--- src/rtl/ft_tx_pkg.sv ---
// Shared types for the FT245 synchronous-FIFO transmit path.
package ft_tx_pkg;

    localparam int FT_DATA_W = 8;

    typedef enum logic [1:0] {
        TX_IDLE,
        TX_SEND,
        TX_SIWU
    } ft_tx_state_t;

endpackage

--- src/rtl/ft_tx_skid.sv ---
// Two-entry byte skid buffer; head is a flop so the bus data stays glitch-free.
module ft_tx_skid
    import ft_tx_pkg::*;
(
    input  logic                 clk_i,
    input  logic                 reset_i,
    input  logic                 push,
    input  logic                 pop,
    input  logic [FT_DATA_W-1:0] data_in,
    output logic [FT_DATA_W-1:0] head,
    output logic [1:0]           count
);

    logic [FT_DATA_W-1:0] tail;

    // Head only moves forward on pop, except when a byte lands in an empty buffer.
    always_ff @(posedge clk_i) begin
        if (reset_i) begin
            head  <= '0;
            tail  <= '0;
            count <= 2'd0;
        end else begin
            case ({push, pop})
                2'b11: begin
                    if (count == 2'd2) begin
                        head <= tail;
                        tail <= data_in;
                    end else begin
                        head <= data_in;
                    end
                end
                2'b01: begin
                    if (count == 2'd2) begin
                        head <= tail;
                    end
                    count <= count - 2'd1;
                end
                2'b10: begin
                    if (count == 2'd0) begin
                        head <= data_in;
                    end else begin
                        tail <= data_in;
                    end
                    count <= count + 2'd1;
                end
                default: begin
                    count <= count;
                end
            endcase
        end
    end

endmodule

--- src/rtl/ft245_sync_tx.sv ---
// Drains a FWFT FIFO onto the FT2232H FT245-sync bus, absorbing TXE# back-pressure
// and issuing a SIWU# send-immediate once the link has been idle long enough.
module ft245_sync_tx
    import ft_tx_pkg::*;
#(
    parameter logic [15:0] FLUSH_IDLE = 16'd255,
    parameter int          CNT_W      = 32
) (
    input  logic                 clk_i,
    input  logic                 reset_i,
    output logic                 fifo_rd_en_o,
    input  logic [FT_DATA_W-1:0] fifo_rd_data_i,
    input  logic                 fifo_rd_empty_i,
    input  logic                 ft_txe_n_i,
    output logic                 ft_wr_n_o,
    output logic [FT_DATA_W-1:0] ft_data_o,
    output logic                 ft_oe_n_o,
    output logic                 ft_siwu_n_o,
    output logic [CNT_W-1:0]     tx_count_o,
    output logic                 busy_o
);

    localparam logic [CNT_W-1:0] CNT_ONE = {{(CNT_W-1){1'b0}}, 1'b1};

    ft_tx_state_t state, state_next;
    logic [1:0]   count, count_next;
    logic [15:0]  idle_cnt, idle_next;
    logic         flush_pending, flush_next;
    logic         pop, push, space;

    assign pop          = ~ft_wr_n_o & ~ft_txe_n_i;
    assign space        = (count < 2'd2) | pop;
    assign fifo_rd_en_o = ~reset_i & ~fifo_rd_empty_i & space & (state != TX_SIWU);
    assign push         = fifo_rd_en_o;
    assign count_next   = count + {1'b0, push} - {1'b0, pop};
    assign ft_oe_n_o    = 1'b1;

    ft_tx_skid u_skid (
        .clk_i   (clk_i),
        .reset_i (reset_i),
        .push    (push),
        .pop     (pop),
        .data_in (fifo_rd_data_i),
        .head    (ft_data_o),
        .count   (count)
    );

    // The idle timer only runs after at least one byte has gone out since the last flush.
    always_comb begin
        state_next = state;
        idle_next  = idle_cnt;
        flush_next = flush_pending;
        unique case (state)
            TX_IDLE: begin
                if (count_next != 2'd0) begin
                    state_next = TX_SEND;
                    idle_next  = '0;
                end else if (flush_pending && (FLUSH_IDLE != 16'd0)) begin
                    if (idle_cnt == FLUSH_IDLE - 16'd1) begin
                        state_next = TX_SIWU;
                    end else begin
                        idle_next = idle_cnt + 16'd1;
                    end
                end
            end
            TX_SEND: begin
                idle_next = '0;
                if (pop) begin
                    flush_next = 1'b1;
                end
                if (count_next == 2'd0) begin
                    state_next = TX_IDLE;
                end
            end
            TX_SIWU: begin
                flush_next = 1'b0;
                idle_next  = '0;
                state_next = TX_IDLE;
            end
            default: begin
                state_next = TX_IDLE;
            end
        endcase
    end

    always_ff @(posedge clk_i) begin
        if (reset_i) begin
            state         <= TX_IDLE;
            idle_cnt      <= '0;
            flush_pending <= 1'b0;
            ft_wr_n_o     <= 1'b1;
            ft_siwu_n_o   <= 1'b1;
            tx_count_o    <= '0;
            busy_o        <= 1'b0;
        end else begin
            state         <= state_next;
            idle_cnt      <= idle_next;
            flush_pending <= flush_next;
            ft_wr_n_o     <= ~((count_next != 2'd0) & ~ft_txe_n_i & (state_next == TX_SEND));
            ft_siwu_n_o   <= (state_next != TX_SIWU);
            busy_o        <= (count_next != 2'd0) | (state_next != TX_IDLE);
            if (pop) begin
                tx_count_o <= tx_count_o + CNT_ONE;
            end
        end
    end

endmodule

--- config.mk ---
export PLATFORM = sky130hd
export DESIGN_NAME = ft245_sync_tx
export DESIGN_NICKNAME = d
export VERILOG_FILES = /design/src/rtl/ft_tx_pkg.sv /design/src/rtl/ft_tx_skid.sv /design/src/rtl/ft245_sync_tx.sv
export SDC_FILE = /design/constraint.sdc
export NUM_CORES = 1
export LEC_CHECK = 0
export CAP_MARGIN = 20
export CORE_ASPECT_RATIO = 0.7
export CORE_MARGIN = 4
export CORE_UTILIZATION = 49
export DETAILED_ROUTE_END_ITERATION = 10
export HOLD_SLACK_MARGIN = 0.08
export PLACE_DENSITY = 0.74
export SYNTH_ARGS = -nofsm -noshare
export SYNTH_HDL_FRONTEND = slang
export SYNTH_HIERARCHICAL = 1
export SYNTH_SLANG_ARGS = --single-unit
--- constraint.sdc ---
create_clock -name clk_i -period 3.1 [get_ports clk_i]
set_clock_uncertainty 0.15 [all_clocks]
set_input_delay 0.465 -clock clk_i [delete_from_list [all_inputs] [get_ports clk_i]]
set_output_delay 0.465 -clock clk_i [all_outputs]
set_load 0.02 [all_outputs]
## Word-level counts from Yosys, hierarchy flattened

Index checks and enable logic that the tools add are counted.

| word-level totals | value |
|---|---|
| register bits after elaboration | 72 |
| output and inout bits | 45 |

| operators by class | value |
|---|---|
| $add $sub $neg | 6 |
| magnitude comparators | 1 |
| eq/ne operators | 17 |
| mux-type cells | 19 |
| bitwise logic cells | 13 |
| reduce and logical (&&, ||, !) cells | 15 |

Operators by type and width:

| cell | number |
|---|---|
| $mux W16 | 3 |
| $mux W8 | 5 |
| $add A32 B1 Y32 const B | 1 |
| $pmux W16 S2 | 1 |
| $pmux W8 S3 | 1 |
| $add A16 B1 Y16 const B | 1 |
| $eq A16 B8 Y1 const B | 1 |
| $pmux W8 S2 | 1 |
| $reduce_bool A2 Y1 | 6 |
| $reduce_and A3 Y1 | 3 |
| $eq A2 B2 Y1 const B | 4 |
| $mux W2 | 4 |
| $ne A2 B2 Y1 const B | 4 |
| $pmux W2 S2 | 2 |
| $and A1 B1 Y1 | 6 |
| $eq A2 B1 Y1 const B | 3 |
| $logic_not A2 Y1 | 3 |
| $ne A2 B1 Y1 const B | 3 |
| $ne A3 B3 Y1 const B | 2 |
| $not A1 Y1 | 5 |
| $reduce_bool A3 Y1 | 1 |
| $add A2 B1 Y2 | 1 |
| $add A2 B1 Y2 const B | 1 |
| $lt A2 B2 Y1 const B | 1 |
| other kinds (7) | 8 |

## Logic depth before layout (Yosys ltp)

| depth | value |
|---|---|
| depth after elaboration | 13 |
| mapped depth | 13 |
| depth with buffers taken out | 10 |

## By module

Netlist, hierarchy kept.

Modules (own cells, without submodules):

| module | instances | cells each | area each (sq um) | seq. area each (sq um) |
|---|---|---|---|---|
| ft245_sync_tx | 1 | 345 | 2836.5 | 1081.0 |
| ft_tx_skid | 1 | 110 | 1122.3 | 360.3 |

## Worst setup path after synthesis

No wires, ideal clock.

| timing | value |
|---|---|
| path type | in2reg |
| start | input port ft_txe_n_i |
| end | register idle_cnt[10] |
| setup time | 0.070 ns |
| arrival time | 4.141 ns |
| required time | 2.880 ns |
| path slack | -1.262 ns |
| stages | 9 |
| buffers on the path | 2 |
| cell sequence | or2_1 -> clkbuf_1 -> a2111oi_0 -> ha_1 -> xor3_2 -> or3_4 -> buf_6 -> or4_1 -> a21oi_1 |

| on the way | value |
|---|---|
| word-level cells in the longest chain between the ends | 10 |

Ends and longest elaborated chain:

| element | line | text |
|---|---|---|
| start, declared | ft245_sync_tx.sv:14 | `input logic ft_txe_n_i,` |
| $not A1 Y1 (*) | ft245_sync_tx.sv:31 | `assign pop = ~ft_wr_n_o & ~ft_txe_n_i;` |
| $and A1 B1 Y1 (*) | ft245_sync_tx.sv:31 |  |
| $or A1 B1 Y1 (*) | ft245_sync_tx.sv:32 | `assign space = (count < 2'd2) \| pop;` |
| $and A1 B1 Y1 (*) (2 in a row) | ft245_sync_tx.sv:33 | `assign fifo_rd_en_o = ~reset_i & ~fifo_rd_empty_i & space & (state != TX_SIWU);` |
| via fifo_rd_en_o | ft245_sync_tx.sv:11 | `output logic fifo_rd_en_o,` |
| $add A2 B1 Y2 (*) | ft245_sync_tx.sv:35 | `assign count_next = count + {1'b0, push} - {1'b0, pop};` |
| $sub A2 B1 Y2 (*) | ft245_sync_tx.sv:35 |  |
| $reduce_bool A2 Y1 (*) | ft245_sync_tx.sv:55 | `if (count_next != 2'd0) begin` |
| $ne A3 B3 Y1 (no line) / $mux W16 (equally long branches) | -- |  |
| $reduce_and A3 Y1 (no line) / $pmux W16 S2 (equally long branches) | -- |  |
| end signal, assigned | ft245_sync_tx.sv:97 | `idle_cnt <= idle_next;` |
| end, declared | ft245_sync_tx.sv:27 | `logic [15:0] idle_cnt, idle_next;` |

The timed path passes the listed nets; every way through them passes the cells marked *.
A chain may end at the register's enable or synchronous reset.

## Final worst setup path

| timing | value |
|---|---|
| start | input port ft_txe_n_i |
| end | register idle_cnt[9] |

| on the way | value |
|---|---|
| word-level cells in the longest chain between the ends | 10 |

Ends and longest elaborated chain:

| element | line |
|---|---|
| $not A1 Y1 (*) | ft245_sync_tx.sv:31 |
| $and A1 B1 Y1 (*) | ft245_sync_tx.sv:31 |
| $or A1 B1 Y1 | ft245_sync_tx.sv:32 |
| $and A1 B1 Y1 (2 in a row) | ft245_sync_tx.sv:33 |
| $add A2 B1 Y2 | ft245_sync_tx.sv:35 |
| $sub A2 B1 Y2 (*) | ft245_sync_tx.sv:35 |
| $reduce_bool A2 Y1 (*) | ft245_sync_tx.sv:55 |
| $ne A3 B3 Y1 (no line) / $mux W16 (equally long branches) | -- |
| $reduce_and A3 Y1 (no line) / $pmux W16 S2 (equally long branches) | -- |

Mark *: on every way between the ends. The rest lies on a longest branch, timed or not.

==> reports/metrics.yaml <==
critical_path:
  critPathLaunchType: "input pin"
  crit_slowest_cell: "or4_1"
  worst_setup_path_end_kind: "flop"
  crit_required_ns: 3.20
  reg2reg_depth: 8
  critical_path_class: "input pin to flop"
  rrSetupSlack_ns: 0.19
  cp_cell_sequence: "clkdlybuf4s50_1 -> or2_4 -> a2111oi_4 -> ha_1 -> xor3_2 -> or3_4 -> or4_1 -> a21oi_1"
  r2r-end: "idle_cnt[9]"
  critPathBufInv: 1
  arrival_ns: 3.07
  worst-path-max-fanout: 9
  timing.rr.start: "state[0]"
  critPathTopFamily: "simple AND/OR/NAND/NOR gates"
  cp_slowest_stage_delay_ns: 0.49
worst_hold_path:
  min_to: "u_skid/head[4]"
  hp-class: "flop to flop"
  min_delay_path_depth: 2
  hold_start: "u_skid/head[4]"
synthesis:
  ys_seq_elements: 72
  seq_area_frac_synth_pct: 36.4
  ys_types: 57
  synth_cells: 455
  synth_nets: 480
  syn_area_mm2: 0.00396
  ys.flop_type: "dfxtp_1"
  synth_edf_count: 0
  async_flop_share_pct: 0
  synth.avg_cell_area_um2: 8.70
  synth_warnings: 6
cts:
  cts_tree: "yes"
  cts.sinks: 72
  htreeDepth: 3
  hold_buffers: 0
  cts.clk_slew.worst_paths_ns: 0.06
  clock_latency_ns: 0.33
  cts_root_buf: "clkbuf_16"
  clock_path_buffers: 2
  numCtsBuffers: 9
grt:
  grt_pass1_wl_um: 16200
  grt_max_degree: 78
  grt_antenna_before_repair: 0
  grt_pass1_vias: 3373
  grt-ovfl-total: 0
  grt.total_usage_pct: 20.5
power:
  p_sw_mw: 1.05
  switching_share_pct: 32.6
  power_density_mw_per_mm2: 647
  power_mw: 3.21
  p_leak_nw: 1.66
  p_comb_share_pct: 33.2
  pwr-share-clk_pct: 33.7
  power_frac_seq_pct: 33.1
  ir_drop_v: 0.000610
  internal_power_mw: 2.16
detailed_routing:
  dr.pass1.iters: 4
  drc_errors: 0
  totalWireLength_um: 9570
  drtAntennaViolNets: 0
  drtIter0Drc: 284
  wl_per_cell_um: 15.4
  vias_per_cell: 5.70
  num_vias: 3539
status:
  status: "finished, final reports clean"
timing:
  grt_setup_unrepaired: "false"
  final.setup.tns_ns: 0
  slew_violations: 0
  post-route-period-util_pct: 95.6
  hold_viol: 0
  setup_violations: 0
  max_slew_margin_pct: 43.4
  worst_slew_pin_slew_ns: 0.849
  layout_min_cycle_time_ns: 2.96
  fmax_ghz: 0.337
layout:
  fill_cells: 671
  area.growth.synth_to_final_pct: 25.3
  n_antenna_cell: 0
  final_nets: 540
  final_layout_size_suffix_gt1_share_pct: 14.0
floorplan:
  die_h_um: 83.2
  start_util_pct: 50.3
  core_area_mm2: 0.00787
  die_x_um: 115
  rows: 27
  num_io_pins: 57
  die_area_mm2: 0.00960
place:
  gp_congestion: 0.894
  place.port_buffers: 55
  dp_hpwl_um: 6630
job:
  maxCapViolCount: 0
[cell usage after synthesis, drive strengths merged, types with 3 or more instances]
master / instances / area, µm²
xnor2: 17 / 149
and2: 3 / 18.8
dfxtp: 72 / 1440
mux2: 9 / 131
nor3: 12 / 70.1
nand2: 42 / 158
xor2: 8 / 70.1
o21ai: 23 / 115
a31oi: 4 / 25.0
nor2: 50 / 188
nor4: 5 / 46.3
ha: 13 / 163
and3: 3 / 18.8
o211ai: 8 / 100
nor2b: 4 / 32.5
buf: 13 / 115
o31ai: 3 / 22.5
or2: 4 / 25.0
and4: 3 / 26.3
a21oi: 40 / 245
a22oi: 9 / 67.6
mux2i: 9 / 90.1
nand3: 21 / 105
clkbuf: 9 / 33.8
or3: 9 / 61.3
nand4: 10 / 62.6
or4: 11 / 82.6
nand4b: 4 / 35.0
inv: 18 / 67.6
o22ai: 3 / 25.0
[layout by cell type (no fill, tap or decap), types with 4 or more instances in the layout]
cell type / n
xnor2_1: 17
mux2i_1: 9
clkdlybuf4s50_1: 54
o211ai_2: 8
a31oi_1: 4
or3_1: 8
a21oi_1: 30
or4_1: 11
xor2_1: 8
clkbuf_16: 9
o21ai_0: 14
nor4_1: 4
nor2_1: 50
nand2_1: 42
ha_1: 13
inv_1: 17
a21oi_2: 9
nand3_1: 21
nand4_1: 10
nor3_1: 9
dfxtp_1: 71
mux2_4: 8
a22oi_1: 9
nand4b_1: 4
o21ai_1: 9
buf_4: 14
[flip-flops by register name (all words and copies together), names as in the netlist, 2 cells and up]
signal and count:
state 2, u_skid/count 2, u_skid/tail 8, idle_cnt 16, u_skid/head 8, tx_count_o 32
[worst reg2reg max path: cells and delay by family, from the launching register on]
| family | cells | cell delay (ns) |
|---|---|---|
| xor+xnor | 1 | 0.31 |
| fa+ha+maj | 2 | 0.48 |
| buf+inv | 1 | 0.10 |
| compound gates | 2 | 0.52 |
| simple gates | 2 | 0.91 |
| flops | 1 | 0.38 |
[power by group through the flow]
stage          clock [mW]  combinational, mW  sequential (mW)
6_report             1.08               1.07             1.06
2_1_floorplan           0              0.755             1.10
3_3_place_gp            0              0.987             1.07
5_1_grt              1.15               1.16             1.07
3_5_place_dp            0               1.01             1.08
4_1_cts              1.11               1.02             1.06
[stage by stage]
step                worst slack (ns)  cell area, µm²  cells  util [%]  hold WS [ns]
floorplan                    -0.0625            3980    455         -         0.304
global placement              -0.141            4630    604      58.8         0.306
detailed placement            -0.248            4630    604      58.8         0.306
CTS                           0.0741            4940    620      62.8         0.315
global route                  0.0165            4960    621      63.0         0.341
finish                         0.137            4960    621      63.0         0.314
[area by class of cell]
cell class	instances	area, µm²	share of cell area, %
Clock buffer	11	233	4.69
Clock inverter	5	81.3	1.64
Inverter	18	67.6	1.36
Multi-Input combinational cell	344	2340	47.1
Sequential cell	72	1440	29.1
Tap cell	101	126	2.55
Timing Repair Buffer	70	671	13.5
[timing repair]
item | CTS | global route
resized for setup | 0 | 4
endpoints found under the setup margin | 0 | 15
setup buffers | 0 | 0
[routing by layer]
metal	wire length [µm]	GRT usage, %	vias to the layer above
met5	0	0	-
li1	-	-	1754
met3	511	5.83	11
met2	4310	31.6	88
met1	4640	27.7	1686
met4	106	5.97	0
[cells by family after synthesis]
kind of cell,count (synthesis),share of synthesized area (%)
adders and majority gates,13,4.11
muxes,18,5.59
and+or+nand+nor,187,24.8
xor gates and xnor gates,26,6.16
AOI/OAI and AO/OA,98,17.4
buffers and inverters,40,5.47
other,1,0.0947
DFF,72,36.4
[worst max path at each step]
stage                              end  cells past startpoint       start  slack (ns)
after global placement     idle_cnt[5]                      8  ft_txe_n_i       -0.14
after detailed placement  idle_cnt[13]                      8  ft_txe_n_i       -0.25
after CTS                  idle_cnt[9]                      8  ft_txe_n_i        0.07
after global routing      idle_cnt[12]                      8    state[0]        0.02
final                      idle_cnt[9]                      8  ft_txe_n_i        0.14
after floorplan           idle_cnt[10]                      9  ft_txe_n_i       -0.06
No activity file was read; power rests on OpenSTA's default activity.
